<file path="src/rtl/dmem_lsu_pkg.sv">
// Shared types and helpers for the data-memory load/store initiator.
// Misalignment trapping is selected with DMEM_MISALIGN_TRAP_EN.
package dmem_lsu_pkg;

  typedef enum logic [1:0] {
    S_IDLE = 2'd0,
    S_ACC  = 2'd1,
    S_WAIT = 2'd2,
    S_RESP = 2'd3
  } state_e;

  localparam logic [2:0] F3_B  = 3'b000;
  localparam logic [2:0] F3_H  = 3'b001;
  localparam logic [2:0] F3_W  = 3'b010;
  localparam logic [2:0] F3_BU = 3'b100;
  localparam logic [2:0] F3_HU = 3'b101;

  // funct3[1:0]==11 behaves as a word access
  function automatic logic misaligned(
    input logic [2:0] f3,
    input logic [1:0] lo
  );
    logic m;
    m = 1'b0;
    unique case (1'b1)
      f3[1]:           m = |lo;
      f3[1:0] == 2'b01: m = lo[0];
      default:         m = 1'b0;
    endcase
    return m;
  endfunction

endpackage

</file>
<file path="src/rtl/dmem_lsu_align.sv">
// Combinational lane logic: store mask/replication and load
// lane select with sign or zero extension.
module dmem_lsu_align
  import dmem_lsu_pkg::*;
(
  input  logic [2:0]  funct3,
  input  logic [1:0]  addr_lo,
  input  logic [31:0] st_data,
  input  logic [31:0] rd_word,
  output logic [3:0]  wmask,
  output logic [31:0] st_word,
  output logic [31:0] ld_data
);

  logic        is_b;
  logic        is_h;
  logic [7:0]  b;
  logic [15:0] h;

  assign is_b = (funct3[1:0] == 2'b00);
  assign is_h = (funct3[1:0] == 2'b01);

  always_comb begin
    b       = rd_word[{addr_lo, 3'b000} +: 8];
    h       = addr_lo[1] ? rd_word[31:16] : rd_word[15:0];
    wmask   = 4'b1111;
    st_word = st_data;
    ld_data = rd_word;
    unique case (1'b1)
      is_b: begin
        wmask   = 4'b0001 << addr_lo;
        st_word = {4{st_data[7:0]}};
        ld_data = funct3[2] ? {24'b0, b}
                            : {{24{b[7]}}, b};
      end
      is_h: begin
        wmask   = 4'b0011 << {addr_lo[1], 1'b0};
        st_word = {2{st_data[15:0]}};
        ld_data = funct3[2] ? {16'b0, h}
                            : {{16{h[15]}}, h};
      end
      default: begin
        wmask   = 4'b1111;
        st_word = st_data;
        ld_data = rd_word;
      end
    endcase
  end

endmodule

</file>
<file path="src/rtl/dmem_lsu.sv">
// Load/store initiator for one data-memory port.
// DMEM_MISALIGN_TRAP_EN: misaligned requests return an error response.
module dmem_lsu
  import dmem_lsu_pkg::*;
#(
  parameter int ADDR_W = 32,
  parameter int TAG_W  = 5
) (
  input  logic              clk,
  input  logic              reset,
  input  logic              req_valid,
  output logic              req_ready,
  input  logic              req_we,
  input  logic [2:0]        req_funct3,
  input  logic [ADDR_W-1:0] req_addr,
  input  logic [31:0]       req_wdata,
  input  logic [TAG_W-1:0]  req_tag,
  output logic              resp_valid,
  input  logic              resp_ready,
  output logic [31:0]       resp_data,
  output logic [TAG_W-1:0]  resp_tag,
  output logic              resp_err,
  output logic              mem_cen,
  output logic [ADDR_W-1:0] mem_addr,
  output logic [3:0]        mem_wmask,
  output logic [31:0]       mem_wdata,
  input  logic [31:0]       mem_data
);

  state_e            state_q;
  logic              we_q;
  logic [2:0]        f3_q;
  logic [ADDR_W-1:0] addr_q;
  logic [31:0]       wdata_q;
  logic [TAG_W-1:0]  tag_q;
  logic [31:0]       rdata_q;
  logic              accept;
  logic              acc;
  logic [ADDR_W-1:0] addr_d;
  logic [3:0]        wmask;
  logic [31:0]       st_word;
  logic [31:0]       ld_data;

  assign req_ready = (state_q == S_IDLE);
  assign accept    = req_valid && req_ready;
  assign acc       = (state_q == S_ACC);

`ifdef DMEM_MISALIGN_TRAP_EN
  logic err_q;
  logic mis;
  assign mis    = misaligned(req_funct3, req_addr[1:0]);
  assign addr_d = req_addr;
`else
  // Without trapping, accesses snap to natural alignment
  always_comb begin
    addr_d = req_addr;
    unique case (1'b1)
      req_funct3[1]:            addr_d[1:0] = 2'b00;
      req_funct3[1:0] == 2'b01: addr_d[0]   = 1'b0;
      default:                  addr_d      = req_addr;
    endcase
  end
`endif

  always_ff @(posedge clk or posedge reset) begin
    if (reset) begin
      state_q <= S_IDLE;
      we_q    <= 1'b0;
      f3_q    <= 3'b0;
      addr_q  <= '0;
      wdata_q <= '0;
      tag_q   <= '0;
      rdata_q <= '0;
`ifdef DMEM_MISALIGN_TRAP_EN
      err_q   <= 1'b0;
`endif
    end else begin
      unique case (state_q)
        S_IDLE: begin
          if (accept) begin
            we_q    <= req_we;
            f3_q    <= req_funct3;
            addr_q  <= addr_d;
            wdata_q <= req_wdata;
            tag_q   <= req_tag;
`ifdef DMEM_MISALIGN_TRAP_EN
            if (mis) begin
              state_q <= S_RESP;
              rdata_q <= '0;
              err_q   <= 1'b1;
            end else begin
              state_q <= S_ACC;
              err_q   <= 1'b0;
            end
`else
            state_q <= S_ACC;
`endif
          end
        end
        S_ACC: begin
          state_q <= we_q ? S_IDLE : S_WAIT;
        end
        S_WAIT: begin
          rdata_q <= ld_data;
          state_q <= S_RESP;
        end
        S_RESP: begin
          if (resp_ready) state_q <= S_IDLE;
        end
        default: state_q <= S_IDLE;
      endcase
    end
  end

  dmem_lsu_align u_align (
    .funct3  (f3_q),
    .addr_lo (addr_q[1:0]),
    .st_data (wdata_q),
    .rd_word (mem_data),
    .wmask   (wmask),
    .st_word (st_word),
    .ld_data (ld_data)
  );

  assign resp_valid = (state_q == S_RESP);
  assign resp_data  = rdata_q;
  assign resp_tag   = tag_q;
`ifdef DMEM_MISALIGN_TRAP_EN
  assign resp_err   = err_q;
`else
  assign resp_err   = 1'b0;
`endif

  // Memory pins idle at zero outside the access cycle
  assign mem_cen   = acc;
  assign mem_addr  = acc ? addr_q : '0;
  assign mem_wmask = (acc && we_q) ? wmask : 4'b0;
  assign mem_wdata = (acc && we_q) ? st_word : 32'b0;

endmodule
</file>
<file path="config.mk">
export PLATFORM = sky130hd
export DESIGN_NAME = dmem_lsu
export DESIGN_NICKNAME = d
export VERILOG_FILES = /design/src/rtl/dmem_lsu_pkg.sv /design/src/rtl/dmem_lsu_align.sv /design/src/rtl/dmem_lsu.sv
export SDC_FILE = /design/constraint.sdc
export NUM_CORES = 1
export LEC_CHECK = 0
export BUFFER_PORTS_ARGS = -buffer_cell sky130_fd_sc_hd__buf_2
export CAP_MARGIN = 0
export CORE_MARGIN = 2
export CORE_UTILIZATION = 44
export DETAILED_ROUTE_END_ITERATION = 8
export PLACE_DENSITY = 0.77
export SYNTH_ARGS = -nofsm -noshare
export SYNTH_HDL_FRONTEND = slang
export SYNTH_SLANG_ARGS = --single-unit
</file>
<file path="constraint.sdc">
create_clock -name clk -period 3.35 [get_ports clk]
set_input_delay 0.67 -clock clk [delete_from_list [all_inputs] [get_ports clk]]
set_output_delay 0.67 -clock clk [all_outputs]
set_load 0.005 [all_outputs]
</file>
# [Word level (Yosys, flattened, before mapping)]
# Cells that the tools add are included.
[word_totals] in_bits=109 elab_cells=39 out_inout_bits=109 reg_bits=107
[classes] reduce_logical=7 muxes=15 shifts=3 eq_ne=7
[op_table] operator="$mux 32" n=4
[op_table] operator="$pmux 32 s2" n=2
[op_table] operator="$shiftx 32x6->8" n=1
[op_table] operator="$mux 16" n=1
[op_table] operator="$pmux 2 s4" n=1
[op_table] operator="$pmux 4 s2" n=1
[op_table] operator="$eq 2x1->1 const B" n=3
[op_table] operator="$mux 2" n=3
[op_table] operator="$eq 2x2->1 const B" n=2
[op_table] operator="$logic_not 2->1" n=2
[op_table] operator="$mux 4" n=1
[op_table] operator="$ne 2x1->1 const B" n=2
[op_table] operator="$reduce_and 2->1" n=2
[op_table] operator="$shl 1x2->4 const A" n=1
[op_table] operator="$shl 2x2->4 const A" n=1
[op_table] operator="$logic_and 1x1->1" n=2
[op_table] operator="$mux 1" n=2
[op_table] operator="$reduce_or 2->1" n=1

# [Depth between registers and ports, before layout]
[logic_depth] word_depth=4 depth_mapped=6 mapped_depth_nobuf=4

# [By module]
# From an unflattened synthesis, not the netlist that was laid out.
[unflattened] cells_unflattened=494 hier_area_um2=6077.1
[by_module_without_submodules] mod="dmem_lsu" instances=1 seq_area_each_um2=2677.6 area_each_um2=4889.7 cells_each=318
[by_module_without_submodules] mod="dmem_lsu_align" instances=1 seq_area_each_um2=0.0 area_each_um2=1187.4 cells_each=176

# [Worst setup path after synthesis]
# OpenSTA, ideal clock, no wires.
[synth_timing] path_kind="reg2out" start="register (tool-made name)" end="output port mem_wdata[21]" t_required_ns=2.680 arrival_ns=1.210 stages_incl_launch_ff=5 path_slack_ns=1.470 n_path_buf=1 cell_sequence="dfrtp_1 nor2b_1 nand2_1 clkbuf_1 nor2_1"
[synth_rtl] item="to (decl)" line="dmem_lsu.sv:26" rtl="output logic [31:0] mem_wdata,"

# [Worst setup path in the final report]
[layout_timing] start="register f3_q[1]" end="output port mem_wdata[15]"
[layout_via] elab_chain_len=3 elab_cells_between_ends=4 classes_between="eq/ne: 1; mux: 2; reduce/logical: 1"
[layout_lines] item="from (decl)" line="dmem_lsu.sv:32" rtl="logic [2:0] f3_q;"
[layout_lines] item="from (signal assigned)" line="dmem_lsu.sv:82" rtl="f3_q <= req_funct3;"
[layout_lines] item="$eq 2x1->1 / $logic_not 2->1 (equally long branches)" line="dmem_lsu_align.sv:21, dmem_lsu_align.sv:20"
[layout_lines] item="$pmux 32 s2 *" line="dmem_lsu_align.sv:29" rtl="unique case (1'b1)"
[layout_lines] item="$mux 32 *" line="dmem_lsu.sv:138" rtl="assign mem_wdata = (acc && we_q) ? st_word : 32'b0;"
# Every way passes the cells marked *; elsewhere a longest branch is shown, timed or not.

==> run_results.csv <==
group,metric,value,unit
power_and_ir_drop,pwr-share-clk,16.1,%
cts,htreeDepth,3,
layout,multi_input_area,2330,um2
worst_setup_path,crit_chain,"nor2_1 -> nand2_1 -> a21oi_1 -> buf_2",
synth,ys_types,35,
placement,dp_hpwl,11100,um
power_and_ir_drop,power.density,951,nW/um2
global_route,grtUsageMet1,29.5,%
cts,clk_latency,0.35,ns
global_route,grt_pass1_wl,24100,um
timing,worst_slack,0.642,ns
route,routed_wl,15000,um
route,drc_errors,0,
synth,avgSynthCellArea,10.9,um2
outcome,status,"finished, final reports clean",
route,vias_per_cell,5.46,
synth,ys.flop_type,"dfrtp_1",
global_route,grt_pass1_vias,4717,
synth,synthesis.nets,585,
power_and_ir_drop,comb_power_share,44.6,%
placement,io_buffers,216,
global_route,busiest_layer,"met2",
hold_path,min_path_type,"in -> async",
synth,synth_edf_count,0,
route,detail-route-antenna-nets,0,
layout,layout.nets,785,
power_and_ir_drop,seq_power_share,39.4,%
global_route,grt_max_degree,43,
layout,drive_above_1_share,48.3,%
worst_setup_path,required,2.68,ns
global_route,grt_use_met2,40.8,%
timing,worstMarginPinSlew,0.950,ns
global_route,grt_usage,23.9,%
synth,ys.warnings.count,0,
timing,finalSetupTns,0,ns
layout,seq_area,2680,um2
route,dr.pass1.iters,4,
run,maxCapViolCount,0,
global_route,use_met3,6.11,%
cts,cts_sinks,107,
cts,cts-buffers-inserted,9,
layout,fill_cells,1006,
power_and_ir_drop,p_sw,0.00242,W
power_and_ir_drop,switching_share,38.3,%
route,vias,4503,
floorplanning,core-area,11500,um2
cts,clockBufferDepth,2,
route,drt_iter0_markers,353,
synth,synth_top_area_share,51.4,%
layout,design_area,6660,um2
timing,slew-limit-headroom,36.5,%
timing,fin_crit,2.71,ns
synth,synth_seq_cells,107,
global_route,grt_overflow_total,0,
route,avgRoutedWirePerCell,18.2,um
floorplanning,start_util,45.4,%
timing,rsz0062_at_grt,"no",
floorplanning,dieHeight,113,um
worst_setup_path,cp_slowest_cell,"nor2_1",
layout,fin_cells,824,
timing,fin_crit_sh,80.8,%
floorplanning,die_area,12700,um2
worst_setup_path,arrival,2.04,ns
placement,dp.cells,808,
cts,cts.clk_slew.worst_paths,0.07,ns
timing,fmax,369,MHz
timing,setup_viol,0,
timing,fin_worst_skew,0.00443,ns
worst_setup_path,crit_path_start_kind,"register",
synth,async_flop_share,100,%
cts,postCtsSetupBuffers,0,
timing,finalMaxSlewViolations,0,
synth,ys_seq_area_share,51.4,%
worst_setup_path,critPathTopFamily,"simple AND/OR/NAND/NOR gates",
cts,cts_tree,"built",
placement,gp_congestion,0.865,
floorplanning,rows,39,
power_and_ir_drop,p_int,0.00391,W
floorplanning,die_width,113,um
worst_setup_path,crit_buf_inv,1,
synth,synth_area,5210,um2
worst_setup_path,path_class,"reg -> out",
layout,antenna_cells,0,
power_and_ir_drop,ir_worst_vdd,0.452,mV
cts,cts_hold_buffers,0,
floorplanning,io-pin-count,218,
global_route,antenna_found_initial,0,
worst_setup_path,crit_path_max_fanout,29,
cts,cts-root-buf,"clkbuf_16",
timing,hold_viol,0,
worst_setup_path,end_kind,"output port",
synth,synth_top_area_cell,"dfrtp_1",
layout,area_growth,27.9,%
placement,placed_area,6380,um2
placement,dp_slack,1.03,ns
cts,cts_resized,0,
power_and_ir_drop,leakagePower,3.35,nW
synth,synthCells,476,
synth,synthTopCellsByArea,"dfrtp_1 51%, mux2_2 17%, and2_1 3.7%",
worst_setup_path,max_stage_delay,0.66,ns
-- sequential cells by signal, indices dropped and copies added, names as in the netlist, named ones only --
name	flops
we_q	1
state_q	1
resp_data	32
resp_tag	5
wdata_q	32
f3_q	3
addr_q	32
-- stage by stage --
stage / utilization, % / hold WS, ns / power, W
final: 58.1 / 0.444 / 0.00634
after global routing: 58.1 / 0.493 / 0.00681
after CTS: 58.1 / 0.460 / 0.00638
after detailed placement: 55.6 / 0.481 / 0.00534
after global placement: 55.6 / 0.483 / 0.00521
after floorplan: - / 0.472 / 0.00426
-- power groups by stage --
stage               clock, W  sequential [W]  combinational [W]
CTS                  0.00104         0.00249            0.00285
finish               0.00102         0.00250            0.00282
floorplan                  0         0.00228            0.00198
global route         0.00110         0.00259            0.00313
global placement           0         0.00245            0.00276
detailed placement         0         0.00250            0.00284
-- cells in the mapped netlist (all sizes together) (2+ instances only) --
master,count
a21oi,22
a22o,8
a22oi,7
a32oi,7
and2,31
and3,9
buf,22
clkbuf,15
dfrtp,107
inv,6
mux2,78
mux2i,17
nand2,38
nand2b,3
nand3,29
nor2,37
nor2b,4
nor3,2
o21ai,17
o22a,7
-- worst paths after layout --
path	start	end	slack [ns]	cells after the start
worst min-delay path	reset	resp_data[29]$_DFFE_PP0P_	0.44	2
min in group clk	resp_data[20]$_DFFE_PP0P_	resp_data[20]$_DFFE_PP0P_	0.49	2
worst min register to register	resp_data[20]$_DFFE_PP0P_	resp_data[20]$_DFFE_PP0P_	0.49	2
max in group asynchronous	reset	wdata_q[19]$_DFFE_PP0P_	2.12	3
worst max-delay path	f3_q[1]$_DFFE_PP0P_	mem_wdata[15]	0.64	4
worst max register to register	addr_q[1]$_DFFE_PP0P_	resp_data[31]$_DFFE_PP0P_	1.19	3
-- cells in the final DEF, fill, tap and decap left out, types with 17 or more instances in the layout --
master and count:
a21oi_1 22, mux2i_1 17, buf_2 216, nor2_1 36, mux2_2 78, and2_1 31
nand3_1 29, dfrtp_1 106, o21ai_0 17, nand2_1 38
-- area by class of cell --
cell class,count,share of cell area [%]
Clock inverter,4,0.376
Timing Repair Buffer,226,17.5
Inverter,6,0.394
Clock buffer,12,3.85
Sequential cell,107,40.2
Tap cell,143,2.69
Multi-Input combinational cell,326,34.9
-- per-layer routing --
layer	vias to the layer above	share of wire (%)
li1	2065	-
met1	2208	40
met2	207	49
met3	23	8.8
met4	0	2.2
met5	-	0
-- cells by family (layout without fill, tap and decap cells) --
logic type	Yosys count	count (layout)	synth area share [%]
simple gates	157	157	14.9
buf+inv	43	248	4.08
flops	107	107	51.4
mux	95	95	20.1
compound gates	73	73	9.44
other cells	1	1	0.0720
(Power assumes the default switching activity.)
